**src/rtl/wave_pkg.sv**
```systemverilog
// wave_pkg: shared constants, enums and the rate-to-step helper for the wave fetch scheduler
package wave_pkg;
    localparam int ADDR_W  = 9;
    localparam int DATA_W  = 10;
    localparam int PHASE_W = 16;
    localparam int WAVE_W  = 2;

    typedef enum logic [WAVE_W-1:0] {SINE, SQUARE, TRIANGLE, SAWTOOTH} wave_e;

    typedef enum logic [1:0] {IDLE, FETCH, CAPTURE, PRESENT} sched_state_e;

    // Rate r advances the sample index by 2^r, i.e. the phase by 2^(PHASE_W-ADDR_W+r).
    function automatic logic [PHASE_W-1:0] step_for_rate(input logic [1:0] rate);
        logic [PHASE_W-1:0] one;
        one = 1;
        return one << (PHASE_W - ADDR_W + 32'(rate));
    endfunction
endpackage

```
**src/rtl/wave_phase_acc.sv**
```systemverilog
// wave_phase_acc: phase accumulator with wrap detect and period-aligned wave/rate latching
//   clk, rst   : clock, async active-high reset
//   advance_i  : step the phase by the latched rate
//   restart_i  : clear phase and latch wave/rate from sel_i (wins over advance_i)
//   sel_i      : [3:2] waveform, [1:0] rate
//   index_o    : current sample index (top ADDR_W phase bits)
//   wave_o     : latched waveform
//   wrap_o     : the next advance carries out of the phase register
module wave_phase_acc
    import wave_pkg::*;
(
    input  logic              clk,
    input  logic              rst,
    input  logic              advance_i,
    input  logic              restart_i,
    input  logic [3:0]        sel_i,
    output logic [ADDR_W-1:0] index_o,
    output logic [WAVE_W-1:0] wave_o,
    output logic              wrap_o
);
    logic [PHASE_W-1:0] phase_q, phase_d, sum;
    logic [1:0]         rate_q, rate_d;
    wave_e              wave_q, wave_d;
    logic               relatch;

    always_comb {wrap_o, sum} = {1'b0, phase_q} + {1'b0, step_for_rate(rate_q)};

    // Wave and rate only change on a restart or at the wrap, so a period is never mixed.
    always_comb begin
        relatch = restart_i | (advance_i & wrap_o);
        phase_d = restart_i ? '0 : advance_i ? sum : phase_q;
        wave_d  = relatch ? wave_e'(sel_i[3:2]) : wave_q;
        rate_d  = relatch ? sel_i[1:0] : rate_q;
    end

    always_ff @(posedge clk or posedge rst) begin
        if (rst) begin
            phase_q <= '0;
            wave_q  <= SINE;
            rate_q  <= '0;
        end else begin
            phase_q <= phase_d;
            wave_q  <= wave_d;
            rate_q  <= rate_d;
        end
    end

    assign index_o = phase_q[PHASE_W-1 -: ADDR_W];
    assign wave_o  = wave_q;
endmodule

```
**src/rtl/wave_fetch_scheduler.sv**
```systemverilog
// wave_fetch_scheduler: fetches waveform samples from memory and hands them to the SPI transmitter
//   clk, rst         : clock, async active-high reset
//   enable_i         : level-sensitive run request
//   selector_i       : [3:2] waveform, [1:0] rate
//   mem_addr_o       : {wave, index} read address
//   mem_rd_o         : read strobe, data returns on mem_data_i one cycle later
//   mem_data_i       : registered memory read data
//   sample_data_o    : sample to transmitter
//   sample_valid_o   : sample_data_o valid
//   sample_ready_i   : transmitter accepts sample
//   period_done_o    : pulse the cycle after an accept that wrapped the phase
//   busy_o           : FSM not idle
module wave_fetch_scheduler
    import wave_pkg::*;
(
    input  logic                     clk,
    input  logic                     rst,
    input  logic                     enable_i,
    input  logic [3:0]               selector_i,
    output logic [WAVE_W+ADDR_W-1:0] mem_addr_o,
    output logic                     mem_rd_o,
    input  logic [DATA_W-1:0]        mem_data_i,
    output logic [DATA_W-1:0]        sample_data_o,
    output logic                     sample_valid_o,
    input  logic                     sample_ready_i,
    output logic                     period_done_o,
    output logic                     busy_o
);
    sched_state_e      state_q, state_d;
    logic [DATA_W-1:0] sample_data_q, sample_data_d;
    logic              sample_valid_q, sample_valid_d;
    logic              period_done_q, period_done_d;
    logic [ADDR_W-1:0] index;
    logic [WAVE_W-1:0] wave;
    logic              wrap, accept, advance, restart;

    assign accept  = (state_q == PRESENT) & sample_valid_q & sample_ready_i;
    // Leaving IDLE and dropping back to IDLE both start from phase 0.
    assign restart = ((state_q == IDLE) & enable_i) | (accept & ~enable_i);
    assign advance = accept & enable_i;

    wave_phase_acc u_acc (
        .clk       (clk),
        .rst       (rst),
        .advance_i (advance),
        .restart_i (restart),
        .sel_i     (selector_i),
        .index_o   (index),
        .wave_o    (wave),
        .wrap_o    (wrap)
    );

    always_ff @(posedge clk or posedge rst) begin
        if (rst) state_q <= IDLE;
        else     state_q <= state_d;
    end

    always_comb begin
        state_d = state_q;
        case (state_q)
            IDLE:    state_d = enable_i ? FETCH : IDLE;
            FETCH:   state_d = CAPTURE;
            CAPTURE: state_d = PRESENT;
            PRESENT: state_d = !accept ? PRESENT : enable_i ? FETCH : IDLE;
            default: state_d = IDLE;
        endcase
    end

    always_comb begin
        mem_rd_o = (state_q == FETCH);
        busy_o   = (state_q != IDLE);
    end

    always_comb begin
        sample_data_d  = (state_q == CAPTURE) ? mem_data_i : sample_data_q;
        sample_valid_d = (state_q == CAPTURE) ? 1'b1 : accept ? 1'b0 : sample_valid_q;
        period_done_d  = accept & wrap;
    end

    always_ff @(posedge clk or posedge rst) begin
        if (rst) begin
            sample_data_q  <= '0;
            sample_valid_q <= 1'b0;
            period_done_q  <= 1'b0;
        end else begin
            sample_data_q  <= sample_data_d;
            sample_valid_q <= sample_valid_d;
            period_done_q  <= period_done_d;
        end
    end

    assign mem_addr_o     = {wave, index};
    assign sample_data_o  = sample_data_q;
    assign sample_valid_o = sample_valid_q;
    assign period_done_o  = period_done_q;
endmodule

```
**config.mk**
```make
export PLATFORM = sky130hd
export DESIGN_NAME = wave_fetch_scheduler
export DESIGN_NICKNAME = d
export VERILOG_FILES = /design/src/rtl/wave_pkg.sv /design/src/rtl/wave_phase_acc.sv /design/src/rtl/wave_fetch_scheduler.sv
export SDC_FILE = /design/constraint.sdc
export NUM_CORES = 1
export LEC_CHECK = 0
export BUFFER_PORTS_ARGS = -buffer_cell sky130_fd_sc_hd__buf_4
export CORE_ASPECT_RATIO = 1.25
export CORE_MARGIN = 8
export CORE_UTILIZATION = 39
export CTS_CLUSTER_SIZE = 20
export DETAILED_ROUTE_END_ITERATION = 10
export PLACE_DENSITY = 0.66
export SETUP_SLACK_MARGIN = 0.15
export SYNTH_ARGS = -nofsm -noshare
export SYNTH_HDL_FRONTEND = slang
export SYNTH_HIERARCHICAL = 1
export SYNTH_SLANG_ARGS = --single-unit
```
**constraint.sdc**
```tcl
create_clock -name clk -period 4.2 [get_ports clk]
set_clock_uncertainty 0.15 [all_clocks]
set_input_delay 0.42 -clock clk [delete_from_list [all_inputs] [get_ports clk]]
set_output_delay 0.42 -clock clk [all_outputs]
set_load 0.01 [all_outputs]
```
**Word-level counts from Yosys, hierarchy flattened**

Index checks and enable logic that the tools add are counted.

- Bits in registers: 34
- Bits in latches: 0
- Memory bits (writable): 0
- Bits in read-only memories: 0
- Output and inout port bits: 25
- Word-level logic and storage cells: 34
- Memories: 0

- Add/subtract/negate cells: 2
- $mul: 0
- Divide/modulo/power cells: 0
- Order comparisons: 0
- Eq/ne operators: 3
- Shift-type cells: 1
- Mux-type cells: 7
- Bitwise operators: 10
- Reduce and logical (&&, ||, !) cells: 4

Operator list:

| kind | number |
|---|---|
| 16-bit two-way mux | 2 |
| 1-bit by 32-bit << shifter with 16-bit output, first input constant | 1 |
| 16-bit by 16-bit adder with 17-bit output | 1 |
| 2-bit case mux with 4 select lines | 1 |
| 1-bit bitwise AND | 7 |
| 2-bit nonzero test | 3 |
| 3-bit by 2-bit adder with 4-bit output, first input constant | 1 |
| 2-bit equality test, second input constant | 2 |
| 1-bit two-way mux | 3 |
| 2-bit by 1-bit equality test with 1-bit output, second input constant | 1 |
| 2-bit zero test | 1 |
| 2-bit two-way mux | 1 |
| 1-bit OR | 2 |
| 1-bit inverter | 1 |

**Depth between registers and ports, before layout**

Gate-level depths: netlist of run 1.

- Depth in word-level cells: 6
- Gate-level depth with buffers: 9
- Mapped depth without buffers: 9

**By module**

Netlist of run 1, hierarchy kept.

By module, submodules not included:

| module | instances | cells an instance | area an instance (um^2) | sequential area each (um^2) |
|---|---|---|---|---|
| wave_phase_acc | 1 | 152 | 1455.1 | 475.5 |
| wave_fetch_scheduler | 1 | 40 | 619.3 | 350.3 |

**Worst setup path after synthesis of run 1**

OpenSTA, ideal clock, no wires.

- Kind: register to register
- Start: register u_acc.rate_q[1]
- End: register u_acc.rate_q[0]
- Setup time: 0.125 ns
- Arrival: 2.266 ns
- Data required time: 3.925 ns
- Slack: 1.660 ns
- Stages on the path, launching flop included: 10
- Buffers on the path: 0
- Path through: dfrtp_1 > nor2b_1 > ha_1 > a21o_1 > a21oi_1 > nor2b_1 > a211o_2 > a31o_2 > a21oi_4 > mux2_2

- Word-level cells in the longest chain between the ends: 5

RTL lines:

| item | line | source |
|---|---|---|
| start, declared | wave_phase_acc.sv:22 | `logic [1:0] rate_q, rate_d;` |
| start signal, assigned | wave_phase_acc.sv:44 | `rate_q <= rate_d;` |
| 3-bit by 2-bit adder with 4-bit output | wave_pkg.sv:16 | `return one << (PHASE_W - ADDR_W + 32'(rate));` |
| 1-bit by 32-bit << shifter with 16-bit output | wave_pkg.sv:16 |  |
| 16-bit by 16-bit adder with 17-bit output | wave_phase_acc.sv:26 | `always_comb {wrap_o, sum} = {1'b0, phase_q} + {1'b0, step_for_rate(rate_q)};` |
| named net wrap | wave_fetch_scheduler.sv:35 | `logic wrap, accept, advance, restart;` |
| 1-bit bitwise AND | wave_phase_acc.sv:30 | `relatch = restart_i \| (advance_i & wrap_o);` |
| 1-bit OR | wave_phase_acc.sv:30 |  |

The timed path passes the listed nets, and every way through them passes these cells.
A chain may end at the register's enable or synchronous reset.

**Final worst setup path of run 1**

- Start: register u_acc.rate_q[1]
- End: register u_acc.wave_q[1] (netlist: u_acc/wave_o[1])

- Word-level cells in the longest chain between the ends: 5

RTL lines:

| item | line | source |
|---|---|---|
| 3-bit by 2-bit adder with 4-bit output | wave_pkg.sv:16 |  |
| 1-bit by 32-bit << shifter with 16-bit output | wave_pkg.sv:16 |  |
| 16-bit by 16-bit adder with 17-bit output | wave_phase_acc.sv:26 |  |
| named net wrap | wave_fetch_scheduler.sv:35 |  |
| 1-bit bitwise AND | wave_phase_acc.sv:30 |  |
| 1-bit OR | wave_phase_acc.sv:30 |  |
| end signal, assigned | wave_phase_acc.sv:43 | `wave_q <= wave_d;` |
| end, declared | wave_phase_acc.sv:23 | `wave_e wave_q, wave_d;` |

The timed path passes the listed nets, and every way through them passes these cells.

==> results.md, run 1 <==
* First-pass GRT wire length at 7240 um
* Multi-input logic area at 1170 sq um
* # rows at 29
* Clock Tree Buf Depth at 2
* Synth Register Bits at 33
* Die height at 97.5 um
* Final Net Count at 274
* Worst EP required at 4.23 ns
* Fillcell total at 487
* Post-route antenna net violation count at 0
* Ys flop type: dfrtp_1
* RePlAce Congestion at 0.825
* Achievable Freq at 0.377 GHz
* WL final at 4330 um
* Via count at 1,496
* Later-pin clock latency in the skew report at 0.29 ns
* Post-CTS Hold Buffers at 0
* Worst R2R End: u_acc/wave_o[1]$_DFFE_PP0P_
* Outcome: completed
* Starting DRT DRC Count at 29
* Yosys top cell area share at 39.8%
* Remaining DRCs at 0
* Area contributors post-synth: dfrtp_1, ha_1, mux2_4
* CTS tree: done
* Leak pwr at 1.26 nW
* Worst Hold Class: in -> async
* Post-synth cell types at 43
* Die area at 7920 sq um
* Starting Density at 40.5%
* Postcts setup bufs at 0
* Total gr overflow at 0
* Largest net degree at the start of global routing at 20
* Synth warnings at 6
* Sequential cell area at 826 sq um
* Slew HR at 46.0%
* Tcrit/Tclk final at 63.2%
* Length in cells of the worst reg-to-reg path at 9
* Vias in the first global route at 1,564
* Critical Path Sink Type: flop
* Commonest non-fill, non-tap cell in the layout: buf_4
* Chip Width at 81.2 um
* Cell area after synthesis at 2070 sq um
* CP Launch Type: flop
* Cts repair resizes at 0
* CP dominant cell by count: nor2b_1
* # port buffers at 42
* Tmin final at 2.65 ns
* Root Driver: clkbuf_8
* Layout cells sized above 1 at 32.8%
* ANT cells at 0
* Peak supply drop at 0.000239 V
* Clock transition at the registers of the reported paths at 0.07 ns
* H-tree depth at 2
* Avg Cell Area, Syn at 10.8 sq um
* CP max FO at 5
* Antenna violations before repair at 0
* Slowest library cell on the worst path: dfrtp_1
* Sequential share of the synthesized area at 39.8%
* FF-to-FF setup slack at 1.55 ns
* # setup viols final at 0
* Design area at 2500 sq um
* Tot GR Track Use at 11.5%
* Worst endpoint data arrival time at 2.68 ns
* Area grow syn2layout at 20.5%
* Most area-hungry cell type in the Yosys netlist: dfrtp_1
* Post-DP HPWL at 3340 um
* CORE AREA at 5120 sq um
* Max_cap viols at 0
* PD cells at 688 nW/um^2
* Slowest cell delay on critical path at 0.41 ns
* Most frequent cells in the layout: buf_4, dfrtp_1, nor2_1, ha_1, conb_1
* Worst Tran Pin Value at 0.811 ns
* DR pass1 iterations at 4
* DR vias/cell at 4.94
* CP Cell Sequence: nor2b_1 -> ha_1 -> a21o_1 -> a21oi_1 -> nor2b_1 -> a211o_2 -> a31o_2 -> a21oi_4 -> mux2_2
* Final Hold Fails at 0
* Async S/R FF share, synth at 100%
* Max-slew violations at 0
* Crit Path Category: reg -> reg
* Reg2reg start: u_acc/rate_q[1]$_DFFE_PP0P_
* Number of synthesized flops with an enable pin at 0
* Cells after Synth at 192
* WL per Instance at 14.3 um
* Placed Area at 2410 sq um
* Clk sinks at 33
* RSZ-0062 raised after global routing: no
* Num ports at 43
* TritonCTS Buffers at 5
* TNS Setup at 0 ns
[worst max-delay path by stage]
stage / start / end / slack [ns] / depth (start not counted)
CTS: u_acc/rate_q[1]$_DFFE_PP0P_ / u_acc/wave_o[1]$_DFFE_PP0P_ / 1.52 / 9
global placement: u_acc/rate_q[1]$_DFFE_PP0P_ / u_acc/rate_q[0]$_DFFE_PP0P_ / 1.56 / 9
finish: u_acc/rate_q[1]$_DFFE_PP0P_ / u_acc/wave_o[1]$_DFFE_PP0P_ / 1.55 / 9
detailed placement: u_acc/rate_q[1]$_DFFE_PP0P_ / u_acc/wave_o[1]$_DFFE_PP0P_ / 1.53 / 9
floorplan: u_acc/rate_q[1]$_DFFE_PP0P_ / u_acc/rate_q[0]$_DFFE_PP0P_ / 1.66 / 9
global route: u_acc/rate_q[1]$_DFFE_PP0P_ / u_acc/wave_o[1]$_DFFE_PP0P_ / 1.44 / 9
[stage by stage]
stage	hold slack, ns	std cells	power (mW)	setup WS, ns	util (%)
global route	0.0620	303	1.86	1.44	48.9
global placement	0.323	295	1.48	1.56	47.2
detailed placement	0.332	295	1.49	1.53	47.2
finish	0.0215	303	1.72	1.55	48.9
floorplan	0.159	204	1.26	1.66	-
CTS	0.0408	303	1.73	1.52	48.9
[synthesized netlist by cell type, types with 4 or more instances]
master and number:
dfrtp_1 33, ha_1 15, nor2_1 15, nand2_1 12
a21oi_1 9, buf_4 9, mux2_4 9, xor2_1 8
o21ai_0 7, inv_1 6, mux2_2 6, mux2i_1 6
and2_1 5, xnor2_1 5, nand2b_1 4, nor2b_1 4
[final cells by class]
| cell class | instances | area share, % |
|---|---|---|
| well taps | 62 | 3.10 |
| clock inverters | 3 | 0.701 |
| repair buffers | 42 | 12.6 |
| multi-input cells | 152 | 46.9 |
| clock buffers | 5 | 2.75 |
| inverters | 6 | 0.901 |
| flip-flops and latches | 33 | 33.0 |
[sequential cells by signal, summed over array words and instances (netlist names)]
name / cells
u_acc/phase_q: 15
u_acc/rate_q: 2
state_q: 2
period_done_o: 1
sample_data_o: 10
sample_valid_o: 1
u_acc/wave_o: 2
[power by group]
| group | leakage (nW) | internal (mW) | switching, mW |
|---|---|---|---|
| clock | 0.0439 | 0.114 | 0.117 |
| sequential | 0.409 | 0.458 | 0.110 |
| combinational | 0.805 | 0.486 | 0.434 |
[worst max-delay path: cells and delay by family, from the launching register on]
family,cells,cell delay (ns)
AO/OA/AOI/OAI,5,1.10
flip-flops,1,0.41
multiplexers,1,0.35
adder cells (fa/ha/maj),1,0.32
AND/OR/NAND/NOR,2,0.20
[layer usage]
layer / routed length, um / share of wire (%) / GRT usage (%) / up-vias
li1: - / - / - / 753
met1: 1890 / 44 / 13.1 / 704
met2: 2070 / 48 / 19.3 / 34
met3: 294 / 6.8 / 3.43 / 5
met4: 69 / 1.6 / 4.55 / 0
met5: 0 / 0 / 0 / -
[cells by family (layout without fill, tap and decap cells)]
group / Yosys count / in the layout / share of synthesized area [%]
adder cells (fa/ha/maj): 16 / 16 / 10.0
AND/OR/NAND/NOR: 52 / 52 / 13.6
buffers and inverters: 19 / 56 / 5.85
flip-flops: 33 / 33 / 39.8
multiplexers: 21 / 21 / 12.7
other: 1 / 13 / 0.181
AO/OA/AOI/OAI: 37 / 37 / 12.4
XOR/XNOR: 13 / 13 / 5.49
(Power assumes the default switching activity.)
==> run 2: changes to the inputs <==
- clock period: 4.2 -> 2.7 ns (I/O delays scaled with it)
==> run 2 against run 1 <==
Compared with the run above:
- non-clock buffer count is 13 higher
- combinational power is 77% higher
- first-iteration DRC count grew to 3.5 times the previous value
- worst hold slack better by 0.041 ns
- die area stayed put
- power is 68% higher
- critical endpoint unchanged
- largest cell class unchanged
==> results.md, run 2 (synthesized netlist as in run 1, its figures left out) <==
* # rows at 29 (unchanged)
* Crit Path Category: reg -> reg (unchanged)
* Post-route antenna net violation count at 0 (unchanged)
* Clock transition at the registers of the reported paths at 0.07 ns (about the same)
* FF-to-FF setup slack at 0.11 ns (was 1.55 ns)
* ANT cells at 0 (unchanged)
* Antenna violations before repair at 0 (unchanged)
* Die area at 7920 sq um (unchanged)
* CTS tree: done (unchanged)
* Pwr Total at 2.89 mW (was 1.72 mW)
* Leak pwr at 1.35 nW (was 1.26 nW)
* # setup viols final at 0 (unchanged)
* Worst Hold Class: in -> reg (was in -> async)
* RePlAce Congestion at 0.821 (was 0.825)
* Placed Area at 2440 sq um (was 2410 sq um)
* Post-DP HPWL at 3470 um (was 3340 um)
* End of the critical path: u_acc/wave_o[1]$_DFFE_PP0P_ (unchanged)
* Largest net degree at the start of global routing at 20 (unchanged)
* DR vias/cell at 5.01 (was 4.94)
* CORE AREA at 5120 sq um (unchanged)
* Chip Width at 81.2 um (unchanged)
* Achievable Freq at 0.386 GHz (was 0.377 GHz)
* CP max FO at 4 (was 5)
* CP Launch Point: u_acc/rate_q[0]$_DFFE_PP0P_ (was u_acc/rate_q[1]$_DFFE_PP0P_)
* Later-pin clock latency in the skew report at 0.29 ns (about the same)
* Root Driver: clkbuf_8 (unchanged)
* DR pass1 iterations at 4 (unchanged)
* Fillcell total at 459 (was 487)
* Clk sinks at 33 (unchanged)
* # port buffers at 42 (unchanged)
* TNS Setup at 0 ns (unchanged)
* Remaining DRCs at 0 (unchanged)
* Tmin final at 2.59 ns (was 2.65 ns)
* Peak supply drop at 0.000376 V (was 0.000239 V)
* Total gr overflow at 0 (unchanged)
* Worst EP required at 2.73 ns (was 4.23 ns)
* Starting DRT DRC Count at 102 (was 29)
* WL per Instance at 15.1 um (was 14.3 um)
* Starting Density at 40.5% (unchanged)
* PD cells at 1090 nW/um^2 (was 688 nW/um^2)
* First-pass GRT wire length at 8050 um (was 7240 um)
* Via count at 1,582 (was 1,496)
* H-tree depth at 2 (unchanged)
* WL final at 4780 um (was 4330 um)
* Worst hold slack at 0.0622 ns (was 0.0215 ns)
* Max_cap viols at 0 (unchanged)
* Max-slew violations at 0 (unchanged)
* Length in cells of the worst reg-to-reg path at 10 (was 9)
* Tcrit/Tclk final at 95.9% (was 63.2%)
* Final Hold Fails at 0 (unchanged)
* Reg2reg start: u_acc/rate_q[0]$_DFFE_PP0P_ (was u_acc/rate_q[1]$_DFFE_PP0P_)
* Clock Tree Buf Depth at 2 (unchanged)
* Critical Path Sink Type: flop (unchanged)
* Commonest non-fill, non-tap cell in the layout: buf_4 (unchanged)
* CP Launch Type: flop (unchanged)
* Worst Tran Pin Value at 0.807 ns (was 0.811 ns)
* Area grow syn2layout at 28.3% (was 20.5%)
* Design area at 2660 sq um (was 2500 sq um)
* Slew HR at 46.2% (was 46.0%)
* Most frequent cells in the layout: buf_4, dfrtp_1, nor2_1 (was buf_4, dfrtp_1, nor2_1, ha_1, conb_1)
* Vias in the first global route at 1,706 (was 1,564)
* Worst R2R End: u_acc/wave_o[1]$_DFFE_PP0P_ (unchanged)
* Num ports at 43 (unchanged)
* Worst endpoint data arrival time at 2.61 ns (was 2.68 ns)
* Layout cells sized above 1 at 37.4% (was 32.8%)
* Outcome: completed (unchanged)
* Tot GR Track Use at 13.0% (was 11.5%)
* RSZ-0062 raised after global routing: yes (was no)
* Most flop-heavy register: u_acc/phase_q (unchanged)
* Final Net Count at 287 (was 274)
* Die height at 97.5 um (unchanged)
* TritonCTS Buffers at 5 (unchanged)
* Max FFs per register at 15 (unchanged)
[run 2: how the worst min path moves through the flow]
stage / endpoint / depth (start not counted) / startpoint
floorplan: period_done_o$_DFF_PP0_ / 1 / rst
CTS: u_acc/wave_o[0]$_DFFE_PP0P_ / 2 / selector_i[2]
detailed placement: sample_data_o[1]$_DFFE_PP0P_ / 2 / rst
global placement: sample_data_o[1]$_DFFE_PP0P_ / 2 / rst
global route: u_acc/wave_o[0]$_DFFE_PP0P_ / 2 / selector_i[2]
finish: sample_data_o[5]$_DFFE_PP0P_ / 2 / mem_data_i[5]
[run 2: critical path, stage by stage, from the launching register on]
cell and delay (ns):
dfrtp_1 0.41, buf_4 0.15, nor2b_4 0.12, ha_2 0.17
a21o_1 0.19, a21oi_1 0.12, nor2b_1 0.07, a211o_4 0.31
a31o_4 0.24, a21oi_4 0.21, mux2_4 0.33
[run 2: what timing repair did]
| item | 4_1_cts | 5_1_grt |
|---|---|---|
| hold buffers | 1 | 0 |
| gates resized for setup | 10 | 1 |
| buffers inserted | 7 | 1 |
| endpoints found under the setup margin | 4 | 6 |
| endpoints found under the hold margin | 14 | 0 |
| pin swaps | 5 | 1 |
[run 2: power by group]
group / switching (mW) / leakage, nW / internal (mW) / total (mW)
clock network: 0.188 / 0.0439 / 0.178 / 0.366
logic: 0.732 / 0.896 / 0.894 / 1.63
registers: 0.187 / 0.409 / 0.713 / 0.900
total: 1.11 / 1.35 / 1.78 / 2.89
[run 2: per-layer routing]
| metal | vias up | GRT usage, % | routed length (um) |
|---|---|---|---|
| met2 | 46 | 22.9 | 2400 |
| li1 | 776 | - | - |
| met4 | 0 | 4.83 | 62 |
| met5 | - | 0 | 0 |
| met1 | 755 | 13.9 | 1970 |
| met3 | 5 | 3.61 | 341 |
[run 2: area by class of cell]
| cell class | instances | area (sq um) | share of cell area (%) |
|---|---|---|---|
| Inverter | 6 | 22.5 | 0.846 |
| Multi-Input combinational cell | 152 | 1230 | 46.4 |
| Clock inverter | 3 | 17.5 | 0.658 |
| Clock buffer | 5 | 68.8 | 2.59 |
| Tap cell | 62 | 77.6 | 2.91 |
| Timing Repair Buffer | 55 | 415 | 15.6 |
| Sequential cell | 33 | 826 | 31.0 |
[run 2: stage by stage]
| step | worst slack, ns | util, % | cells |
|---|---|---|---|
| 5_1_grt | 0.0399 | 52.0 | 316 |
| 4_1_cts | 0.141 | 51.7 | 315 |
| 3_3_place_gp | 0.111 | 47.8 | 299 |
| 6_report | 0.112 | 52.0 | 316 |
| 2_1_floorplan | 0.160 | - | 204 |
| 3_5_place_dp | 0.0640 | 47.8 | 299 |
==> run 3: changes to the inputs <==
- CORE_MARGIN: 8 -> 2
- HOLD_SLACK_MARGIN: default -> 0.02
- SLEW_MARGIN: default -> 20
==> run 3 against run 2 <==
Compared with the run above:
- worst hold slack better by 0.0072 ns
- combinational power about the same
- register-to-register slack about the same
- clock-buffer cell count up 2
- routed wire length down 6.9%
- critical path depth unchanged
- first-iteration DRC count down 65%
- sequential power down 0.8%
- die area down 25%
- clock power up 11%
- sequential cell count unchanged
==> results.md, run 3 (synthesized netlist as in run 1, its figures left out) <==
* Outcome: completed (unchanged)
* Die height at 85.5 um (was 97.5 um)
* Max FFs per register at 15 (unchanged)
* PD cells at 1090 nW/um^2 (about the same)
* Most flop-heavy register: u_acc/phase_q (unchanged)
* Area grow syn2layout at 28.0% (was 28.3%)
* CORE AREA at 5120 sq um (unchanged)
* Starting DRT DRC Count at 36 (was 102)
* TNS Setup at 0 ns (unchanged)
* Max-slew violations at 0 (unchanged)
* CP max FO at 4 (unchanged)
* Worst EP required at 2.72 ns (was 2.73 ns)
* CP Cell Sequence: buf_4 -> and2_1 -> ha_4 -> nand2_1 -> nor2_2 -> a211o_4 -> buf_4 -> a21oi_1 -> or4b_2 -> o311ai_0 (was buf_4 -> nor2b_4 -> ha_2 -> a21o_1 -> a21oi_1 -> nor2b_1 -> a211o_4 -> a31o_4 -> a21oi_4 -> mux2_4)
* CP Launch Type: flop (unchanged)
* Worst Hold Class: in -> reg (unchanged)
* CTS tree: done (unchanged)
* CP Launch Point: u_acc/rate_q[0]$_DFFE_PP0P_ (unchanged)
* Worst R2R End: u_acc/phase_q[14]$_DFFE_PP0P_ (was u_acc/wave_o[1]$_DFFE_PP0P_)
* Num ports at 43 (unchanged)
* Final Hold Fails at 0 (unchanged)
* End of the critical path: u_acc/phase_q[14]$_DFFE_PP0P_ (was u_acc/wave_o[1]$_DFFE_PP0P_)
* WL final at 4450 um (was 4780 um)
* Slowest cell delay on critical path at 0.60 ns (was 0.41 ns)
* TritonCTS Buffers at 5 (unchanged)
* Critical Path Sink Type: flop (unchanged)
* Clk sinks at 33 (unchanged)
* Vias in the first global route at 1,620 (was 1,706)
* Die area at 5920 sq um (was 7920 sq um)
* DR pass1 iterations at 4 (unchanged)
* Worst Tran Pin Value at 0.780 ns (was 0.807 ns)
* Root Driver: clkbuf_8 (unchanged)
* Total gr overflow at 0 (unchanged)
* # rows at 29 (unchanged)
* Pwr Total at 2.90 mW (was 2.89 mW)
* H-tree depth at 2 (unchanged)
* Worst setup margin at 0.126 ns (was 0.112 ns)
* WL per Instance at 14.2 um (was 15.1 um)
* Via count at 1,571 (was 1,582)
* Most frequent cells in the layout: buf_4, dfrtp_1 (was buf_4, dfrtp_1, nor2_1)
* RSZ-0062 raised after global routing: yes (unchanged)
* FF-to-FF setup slack at 0.13 ns (was 0.11 ns)
* Layout cells sized above 1 at 37.3% (was 37.4%)
* Tcrit/Tclk final at 95.3% (was 95.9%)
* Dpl ws at 0.0580 ns (was 0.0640 ns)
* Commonest non-fill, non-tap cell in the layout: buf_4 (unchanged)
* Achievable Freq at 0.389 GHz (was 0.386 GHz)
* Slowest library cell on the worst path: or4b_2 (was dfrtp_1)
* Tmin final at 2.57 ns (was 2.59 ns)
* Antenna violations before repair at 0 (unchanged)
* Min-delay src: selector_i[3] (was mem_data_i[5])
* Placed Area at 2440 sq um (unchanged)
* Clock transition at the registers of the reported paths at 0.07 ns (about the same)
* # port buffers at 42 (unchanged)
* Largest net degree at the start of global routing at 20 (unchanged)
* Final Net Count at 285 (was 287)
* Max_cap viols at 0 (unchanged)
* CP dominant cell by count: buf_4
* Leak pwr at 1.35 nW (about the same)
* Worst endpoint data arrival time at 2.59 ns (was 2.61 ns)
* RePlAce Congestion at 0.827 (was 0.821)
* Slew HR at 47.9% (was 46.2%)
* Clock Tree Buf Depth at 2 (unchanged)
* ANT cells at 0 (unchanged)
* Tot GR Track Use at 15.9% (was 13.0%)
* # setup viols final at 0 (unchanged)
* Design area at 2660 sq um (about the same)
* Chip Width at 69.2 um (was 81.2 um)
* Post-DP HPWL at 3230 um (was 3470 um)
* Reg2reg start: u_acc/rate_q[0]$_DFFE_PP0P_ (unchanged)
* Remaining DRCs at 0 (unchanged)
* Crit Path Category: reg -> reg (unchanged)
* Post-route antenna net violation count at 0 (unchanged)
* Length in cells of the worst reg-to-reg path at 10 (unchanged)
* Peak supply drop at 0.000343 V (was 0.000376 V)
* Starting Density at 40.5% (unchanged)
* First-pass GRT wire length at 7500 um (was 8050 um)
* DR vias/cell at 5.00 (was 5.01)
* Later-pin clock latency in the skew report at 0.28 ns (was 0.29 ns)
* Worst hold slack at 0.0694 ns (was 0.0622 ns)
[run 3: worst min path at each step]
stage	endpoint	depth (start not counted)
4_1_cts	u_acc/wave_o[1]$_DFFE_PP0P_	2
3_5_place_dp	sample_data_o[6]$_DFFE_PP0P_	2
2_1_floorplan	period_done_o$_DFF_PP0_	1
6_report	u_acc/wave_o[1]$_DFFE_PP0P_	2
5_1_grt	u_acc/wave_o[1]$_DFFE_PP0P_	2
3_3_place_gp	sample_data_o[9]$_DFFE_PP0P_	2
[run 3: what timing repair did]
item / in CTS / in global routing
setup buffers: 5 / 1
resized for setup: 10 / 1
hold endpoints to repair: 14 / 0
pin swaps: 5 / 0
hold buffers: 1 / 0
setup endpoints to repair: 4 / 6
[run 3: power breakdown]
group          switching, mW  internal [mW]  total (mW)
sequential             0.180          0.713       0.893
combinational          0.726          0.877        1.60
clock                  0.176          0.230       0.406
[run 3: per-layer routing]
layer  vias to the layer above  wire length [um]  global-route usage (%)
li1                        778                 -                       -
met2                        48              2200                    27.4
met3                        11               272                    4.94
met5                         -                 0                       0
met4                         0                65                    4.28
met1                       734              1900                    19.4
[run 3: per-stage QoR]
stage,util (%),std cells
floorplan,-,204
global placement,47.8,299
detailed placement,47.8,299
CTS,51.7,313
global route,51.9,314
finish,51.9,314
[run 3: worst max-delay path: cells and delay by family (launching register included)]
kind	cells	cell delay [ns]
simple gates	4	1.00
fa+ha+maj	1	0.30
flops	1	0.42
buf+inv	2	0.25
compound gates	3	0.34
[run 3: layout make-up]
| type | count | area (sq um) |
|---|---|---|
| fill | 469 | 2460 |
| multi-input combinational | 152 | 1230 |
| sequential | 33 | 826 |
| timing repair buffer | 53 | 400 |
| clock buffer | 7 | 96.3 |
| tap | 62 | 77.6 |
| inverter | 6 | 22.5 |
| clock inverter | 1 | 5.00 |
